==> config.mk <==
export PLATFORM = sky130hd
export DESIGN_NAME = alu_arbiter_flat
export DESIGN_NICKNAME = d
export VERILOG_FILES = /design/src/rtl/alu_arbiter_pkg.sv /design/src/rtl/alu_arbiter_if.sv /design/src/rtl/alu_arbiter_rr_arbiter_2.sv /design/src/rtl/alu_arbiter.sv /design/src/flat_wrapper.sv
export SDC_FILE = /design/constraint.sdc
export NUM_CORES = 1
export LEC_CHECK = 0
export ABC_AREA = 1
export BUFFER_PORTS_ARGS = -buffer_cell sky130_fd_sc_hd__buf_2
export CAP_MARGIN = 20
export CORE_AREA = 2 2 162 85
export CTS_CLUSTER_SIZE = 20
export DETAILED_ROUTE_END_ITERATION = 7
export DIE_AREA = 0 0 164 87
export GPL_TIMING_DRIVEN = 0
export PLACE_DENSITY_LB_ADDON = 0.12
export SLEW_MARGIN = 10
export SYNTH_ARGS = -nofsm -noshare
export SYNTH_HDL_FRONTEND = slang
export SYNTH_HIERARCHICAL = 1
export SYNTH_SLANG_ARGS = --single-unit
==> constraint.sdc <==
create_clock -name clk_i -period 3.65 [get_ports clk_i]
set_input_delay 0.73 -clock clk_i [delete_from_list [all_inputs] [get_ports clk_i]]
set_output_delay 0.73 -clock clk_i [all_outputs]
set_load 0.005 [all_outputs]
==> src/rtl/alu_arbiter_pkg.sv <==
// alu_arbiter_pkg: shared widths, FSM state type and a grant-vector helper for the ALU arbiter.
package alu_arbiter_pkg;

    localparam int DATA_WIDTH           = 32;
    localparam int DATA_INDEX_LIMIT     = DATA_WIDTH - 1;
    localparam int ALU_OPRN_WIDTH       = 6;
    localparam int ALU_OPRN_INDEX_LIMIT = ALU_OPRN_WIDTH - 1;

    typedef enum logic {
        ALU_ARB_IDLE = 1'b0,
        ALU_ARB_EXEC = 1'b1
    } arb_state_e;

    // One-hot per-port pulse vector from a port index.
    function automatic logic [1:0] port_vec(input logic idx);
        return idx ? 2'b10 : 2'b01;
    endfunction

endpackage

==> src/rtl/alu_arbiter_if.sv <==
// alu_arbiter_if: bundle between the two requesters plus the shared ALU (master) and the arbiter (slave).
//   req/oprn/op1/op2      per-port request and operands, index = port
//   gnt/done/res/zero     per-port grant pulse, done pulse, held result and zero flag
//   alu_op1/op2/oprn      registered operands driven to the ALU
//   alu_out/alu_zero      combinational ALU result
//   busy                  high while an operation is executing
interface alu_arbiter_if import alu_arbiter_pkg::*; #(
    parameter int DATA_WIDTH = alu_arbiter_pkg::DATA_WIDTH,
    parameter int OPRN_WIDTH = ALU_OPRN_WIDTH
) ();
    logic [1:0]                 req;
    logic [1:0][OPRN_WIDTH-1:0] oprn;
    logic [1:0][DATA_WIDTH-1:0] op1;
    logic [1:0][DATA_WIDTH-1:0] op2;
    logic [1:0]                 gnt;
    logic [1:0]                 done;
    logic [1:0][DATA_WIDTH-1:0] res;
    logic [1:0]                 zero;
    logic [DATA_WIDTH-1:0]      alu_op1;
    logic [DATA_WIDTH-1:0]      alu_op2;
    logic [OPRN_WIDTH-1:0]      alu_oprn;
    logic [DATA_WIDTH-1:0]      alu_out;
    logic                       alu_zero;
    logic                       busy;

    modport master (
        output req, oprn, op1, op2, alu_out, alu_zero,
        input  gnt, done, res, zero, alu_op1, alu_op2, alu_oprn, busy
    );

    modport slave (
        input  req, oprn, op1, op2, alu_out, alu_zero,
        output gnt, done, res, zero, alu_op1, alu_op2, alu_oprn, busy
    );
endinterface

==> src/rtl/alu_arbiter_rr_arbiter_2.sv <==
// rr_arbiter_2: combinational two-way pick.
//   req0_i/req1_i  requests
//   last_i         port granted most recently
//   fixed_prio_i   1 = port 0 wins ties, 0 = the port not granted last wins ties
//   win_o          chosen port index (meaningful when any_o)
//   any_o          at least one request present
module rr_arbiter_2 import alu_arbiter_pkg::*; (
    input  logic req0_i,
    input  logic req1_i,
    input  logic last_i,
    input  logic fixed_prio_i,
    output logic win_o,
    output logic any_o
);
    assign any_o = req0_i | req1_i;
    assign win_o = (req0_i && req1_i) ? (!fixed_prio_i && !last_i) : req1_i;
endmodule

==> src/rtl/alu_arbiter.sv <==
// alu_arbiter: shares one combinational ALU between two requesters with grant/done handshakes.
//   clk_i          system clock, rising edge
//   rst_n_i        asynchronous active-low reset
//   bus_io         requests, operands, per-port results and the ALU connection (slave side)
// An accepted request spends one EXEC cycle with operands registered on the ALU inputs;
// the result is captured into the winner's result register on the following edge.
module alu_arbiter import alu_arbiter_pkg::*; #(
    parameter int DATA_WIDTH = alu_arbiter_pkg::DATA_WIDTH,
    parameter int OPRN_WIDTH = ALU_OPRN_WIDTH,
    parameter bit FIXED_PRIO = 1'b0
) (
    input  logic         clk_i,
    input  logic         rst_n_i,
    alu_arbiter_if.slave bus_io
);
    arb_state_e                 state_q, state_d;
    logic                       last_q, own_q;
    logic                       win, any, grant, exec;
    logic [1:0]                 gnt_q, done_q, zero_q;
    logic [1:0][DATA_WIDTH-1:0] res_q;
    logic [DATA_WIDTH-1:0]      op1_q, op2_q;
    logic [OPRN_WIDTH-1:0]      oprn_q;

    rr_arbiter_2 u_pick (
        .req0_i       (bus_io.req[0]),
        .req1_i       (bus_io.req[1]),
        .last_i       (last_q),
        .fixed_prio_i (FIXED_PRIO),
        .win_o        (win),
        .any_o        (any)
    );

    assign exec  = state_q == ALU_ARB_EXEC;
    assign grant = !exec && any;

    always_comb begin
        state_d = state_q;
        if (exec)
            state_d = ALU_ARB_IDLE;
        else if (any)
            state_d = ALU_ARB_EXEC;
    end

    // last_q resets to 1 so port 0 takes the first round-robin tie.
    always_ff @(posedge clk_i or negedge rst_n_i) begin
        if (!rst_n_i) begin
            state_q <= ALU_ARB_IDLE;
            last_q  <= 1'b1;
            own_q   <= 1'b0;
            gnt_q   <= '0;
            done_q  <= '0;
            zero_q  <= '0;
            res_q   <= '0;
            op1_q   <= '0;
            op2_q   <= '0;
            oprn_q  <= '0;
        end else begin
            state_q <= state_d;
            gnt_q   <= grant ? port_vec(win) : 2'b00;
            done_q  <= exec ? port_vec(own_q) : 2'b00;
            if (grant) begin
                last_q <= win;
                own_q  <= win;
                oprn_q <= bus_io.oprn[win];
                op1_q  <= bus_io.op1[win];
                op2_q  <= bus_io.op2[win];
            end
            if (exec) begin
                res_q[own_q]  <= bus_io.alu_out;
                zero_q[own_q] <= bus_io.alu_zero;
            end
        end
    end

    assign bus_io.gnt      = gnt_q;
    assign bus_io.done     = done_q;
    assign bus_io.res      = res_q;
    assign bus_io.zero     = zero_q;
    assign bus_io.alu_op1  = op1_q;
    assign bus_io.alu_op2  = op2_q;
    assign bus_io.alu_oprn = oprn_q;
    assign bus_io.busy     = exec;
endmodule

==> src/flat_wrapper.sv <==
// flat-port wrapper written by rule: the top's interface ports become plain ports
module alu_arbiter_flat import alu_arbiter_pkg::*;
#(
    parameter int DATA_WIDTH = alu_arbiter_pkg::DATA_WIDTH,
    parameter int OPRN_WIDTH = ALU_OPRN_WIDTH,
    parameter bit FIXED_PRIO = 1'b0
)
  (clk_i, rst_n_i, bus_io_req, bus_io_oprn, bus_io_op1, bus_io_op2, bus_io_alu_out, bus_io_alu_zero, bus_io_gnt, bus_io_done, bus_io_res, bus_io_zero, bus_io_alu_op1, bus_io_alu_op2, bus_io_alu_oprn, bus_io_busy);
  alu_arbiter_if #(.DATA_WIDTH(DATA_WIDTH), .OPRN_WIDTH(OPRN_WIDTH)) bus_io_i ();
  input  logic clk_i;
  input  logic rst_n_i;
  input wire logic [$bits(bus_io_i.req)-1:0] bus_io_req;
  input wire logic [$bits(bus_io_i.oprn)-1:0] bus_io_oprn;
  input wire logic [$bits(bus_io_i.op1)-1:0] bus_io_op1;
  input wire logic [$bits(bus_io_i.op2)-1:0] bus_io_op2;
  input wire logic [$bits(bus_io_i.alu_out)-1:0] bus_io_alu_out;
  input wire logic [$bits(bus_io_i.alu_zero)-1:0] bus_io_alu_zero;
  output wire logic [$bits(bus_io_i.gnt)-1:0] bus_io_gnt;
  output wire logic [$bits(bus_io_i.done)-1:0] bus_io_done;
  output wire logic [$bits(bus_io_i.res)-1:0] bus_io_res;
  output wire logic [$bits(bus_io_i.zero)-1:0] bus_io_zero;
  output wire logic [$bits(bus_io_i.alu_op1)-1:0] bus_io_alu_op1;
  output wire logic [$bits(bus_io_i.alu_op2)-1:0] bus_io_alu_op2;
  output wire logic [$bits(bus_io_i.alu_oprn)-1:0] bus_io_alu_oprn;
  output wire logic [$bits(bus_io_i.busy)-1:0] bus_io_busy;
  assign bus_io_i.req = bus_io_req;
  assign bus_io_i.oprn = bus_io_oprn;
  assign bus_io_i.op1 = bus_io_op1;
  assign bus_io_i.op2 = bus_io_op2;
  assign bus_io_i.alu_out = bus_io_alu_out;
  assign bus_io_i.alu_zero = bus_io_alu_zero;
  assign bus_io_gnt = bus_io_i.gnt;
  assign bus_io_done = bus_io_i.done;
  assign bus_io_res = bus_io_i.res;
  assign bus_io_zero = bus_io_i.zero;
  assign bus_io_alu_op1 = bus_io_i.alu_op1;
  assign bus_io_alu_op2 = bus_io_i.alu_op2;
  assign bus_io_alu_oprn = bus_io_i.alu_oprn;
  assign bus_io_busy = bus_io_i.busy;
  alu_arbiter #(.DATA_WIDTH(DATA_WIDTH), .OPRN_WIDTH(OPRN_WIDTH), .FIXED_PRIO(FIXED_PRIO)) u_core (.clk_i(clk_i), .rst_n_i(rst_n_i), .bus_io(bus_io_i));
endmodule
==> impl_results.md <==
* Status: complete, no violations
* Vias in the first global route at 5797
* Site Rows at 30
* Port Buf Inserts at 317
* Post_cts resized at 0
* Worst-margin pin slew at 0.5204 ns
* RSZ-0062 raised after global routing: false
* Clock Skew at 0.01270 ns
* TritonCTS clock tree: yes
* Core area at 0.01303 mm²
* Fin nets at 1309
* Post-Route WL at 18730 µm
* Largest net degree at the start of global routing at 103
* Slew HR at 65.31%
* CTS Buf Count at 17
* Layout Cells excl Fill at 1321
* DIE AREA at 0.01427 mm²
* Yosys cell types at 13
* Clk Latency, worst-skew pair at 0.40 ns
* 1st-pass router iterations at 5
* Crit-path cells: buf_2
* DRC at 0
* Diodes inserted at 0
* Period utilization at 46.75%
* CP delay by family, top: flip-flops
* Placed cell areas at 0.008004 mm²
* Clk sink count at 143
* Routed Antenna Nets at 0
* Max-slew violations at 0
* Crit path kind: flop to output pin
* Worst EP required at 2.92 ns
* Via density at 4.621
* Setup Fix Bufs, Post-CTS at 0
* Yosys warns at 6
* Gr ovfl total at 0
* Initial antenna violation count at 0
* Worst-path clk slew at 0.06 ns
* Worst Hold Class: primary input to async pin
* First-pass GRT wire length at 29390 µm
* Crit. End Element: output pin
* Worst Setup Start Kind: flop
* Register area share after synthesis at 58.11%
* Initial DRC Count at 343
* Most frequent cells in the layout: nand2_1 (496), buf_2 (345), dfrtp_1 (142)
* Fin. Hold Viols at 0
* Root Driver: clkbuf_16
* Inst Count DP at 1289
* Largest stage delay, worst path at 0.43 ns
* DP Worst Slack at 1.578 ns
* GRT Total Usage at 26.68%
* Cell Pwr Density at 607.5 mW/mm²
* Tmin final at 1.706 ns
* Yosys reg bits at 143
* Setup TNS at 0 ns
* Die height at 87 µm
* Finished Cell Area at 0.008564 mm²
* Max FO, Critical Path at 5
* Final setup viols at 0
* Mapped Nets at 972
* Initial Util at 47.29%
* Max Cap Viol at 0
* Fill cell count at 1188
* R2r setup slk at 1.97 ns
* Commonest non-fill, non-tap cell in the layout: nand2_1
* Synth Cell Area at 0.006160 mm²
* Post-cts hold buffer count at 0
* Fmax at 586.0 MHz
* Slowest cell on the critical path: dfrtp_1
* Clock buffer depth at 2
* Share of layout cells above drive strength 1 at 33.45%
* Routed len/inst at 14.18 µm
* Syn avg cell area at 7.748 µm²
* P&R area growth vs syn at 39.04%
* Fin worst setup slack at 1.944 ns
* RePlAce Congestion at 0.8275
* Top-level I/O count at 318
* P_leak at 0.005219 µW
* Crit path DAT at 0.98 ns
* CP Buf/Inv Count at 1
* Total number of vias at 6105
* Die W at 164 µm
* Mapped Cells at 795
* Worst IR drop on VDD at 0.3494 mV
* Htree depth at 4
* DP HPWL at 14360 µm
-- layout make-up --
type                    count  area, µm²  area share (%)
plain buffers              43      197.7           2.308
clock buffers              18      439.2           5.128
clock inverters            14      121.4           1.417
inverters                  41      153.9           1.797
multi-input cells         568       2228           26.02
flip-flops and latches    143       3580           41.80
well taps                 176      220.2           2.571
repair buffers            318       1624           18.96
-- routing by layer --
metal	global-route usage, %	vias to the layer above	wire (µm)
met5	0	-	0
met4	7.177	0	282
met3	7.187	21	1416
met2	43.32	221	8551
met1	35.88	2791	8480
li1	-	3072	-
-- cell usage after synthesis (all sizes together) --
library cell	number	area, µm²
clkbuf	14	52.55
buf	29	145.1
nor2	3	21.27
inv	41	153.9
nand2	496	1862
dfrtp	142	3553
o21ai	67	335.3
dfstp	1	26.28
conb	1	3.750
or2	1	6.260
-- state kept, by name, summed over array words and instances, names as in the netlist --
register                flops
u_core/bus_io.zero          2
u_core/bus_io.busy          1
u_core/bus_io.alu_oprn      6
u_core/bus_io.alu_op2      32
u_core/bus_io.gnt           2
u_core/bus_io.done          2
u_core/last_q               1
u_core/own_q                1
u_core/bus_io.alu_op1      32
u_core/bus_io.res          64
-- through the flow --
step                      util [%]  hold slack, ns  total power [µW]
final                        65.75          0.1991              5203
after global routing         65.75          0.2010              5548
after CTS                    65.75          0.1986              5246
after detailed placement     61.45          0.4599              3604
after global placement       61.16          0.4580              3570
after floorplan                  -          0.4344              2828
-- cells by family (layout without fill, tap and decap cells) --
logic type / count (synthesis) / count (layout) / synth area share, %
simple gates: 500 / 500 / 30.67
flops: 143 / 143 / 58.12
compound gates: 67 / 67 / 5.444
buf+inv: 84 / 434 / 5.708
other cells: 1 / 1 / 0.06088
-- power by group --
part / switching (µW) / leakage [µW] / internal [µW]
Sequential: 216 / 0.00177 / 2010
Combinational: 752 / 0.00319 / 590
Clock: 721 / 0.000260 / 910
-- path summary, 6_finish.rpt --
check | startpoint | to | depth (start not counted)
worst max register to register | u_core/last_q | u_core/bus_io.alu_op1[9] | 10
worst min register to register | u_core/bus_io.alu_op1[8] | u_core/bus_io.alu_op1[8] | 2
max in group asynchronous | rst_n_i | u_core/bus_io.alu_op2[26] | 2
worst min-delay path | rst_n_i | u_core/bus_io.alu_op1[29] | 1
worst max-delay path | u_core/bus_io.busy | bus_io_busy | 1
min in group clk_i | u_core/bus_io.alu_op1[8] | u_core/bus_io.alu_op1[8] | 2
(Power assumes the default switching activity.)
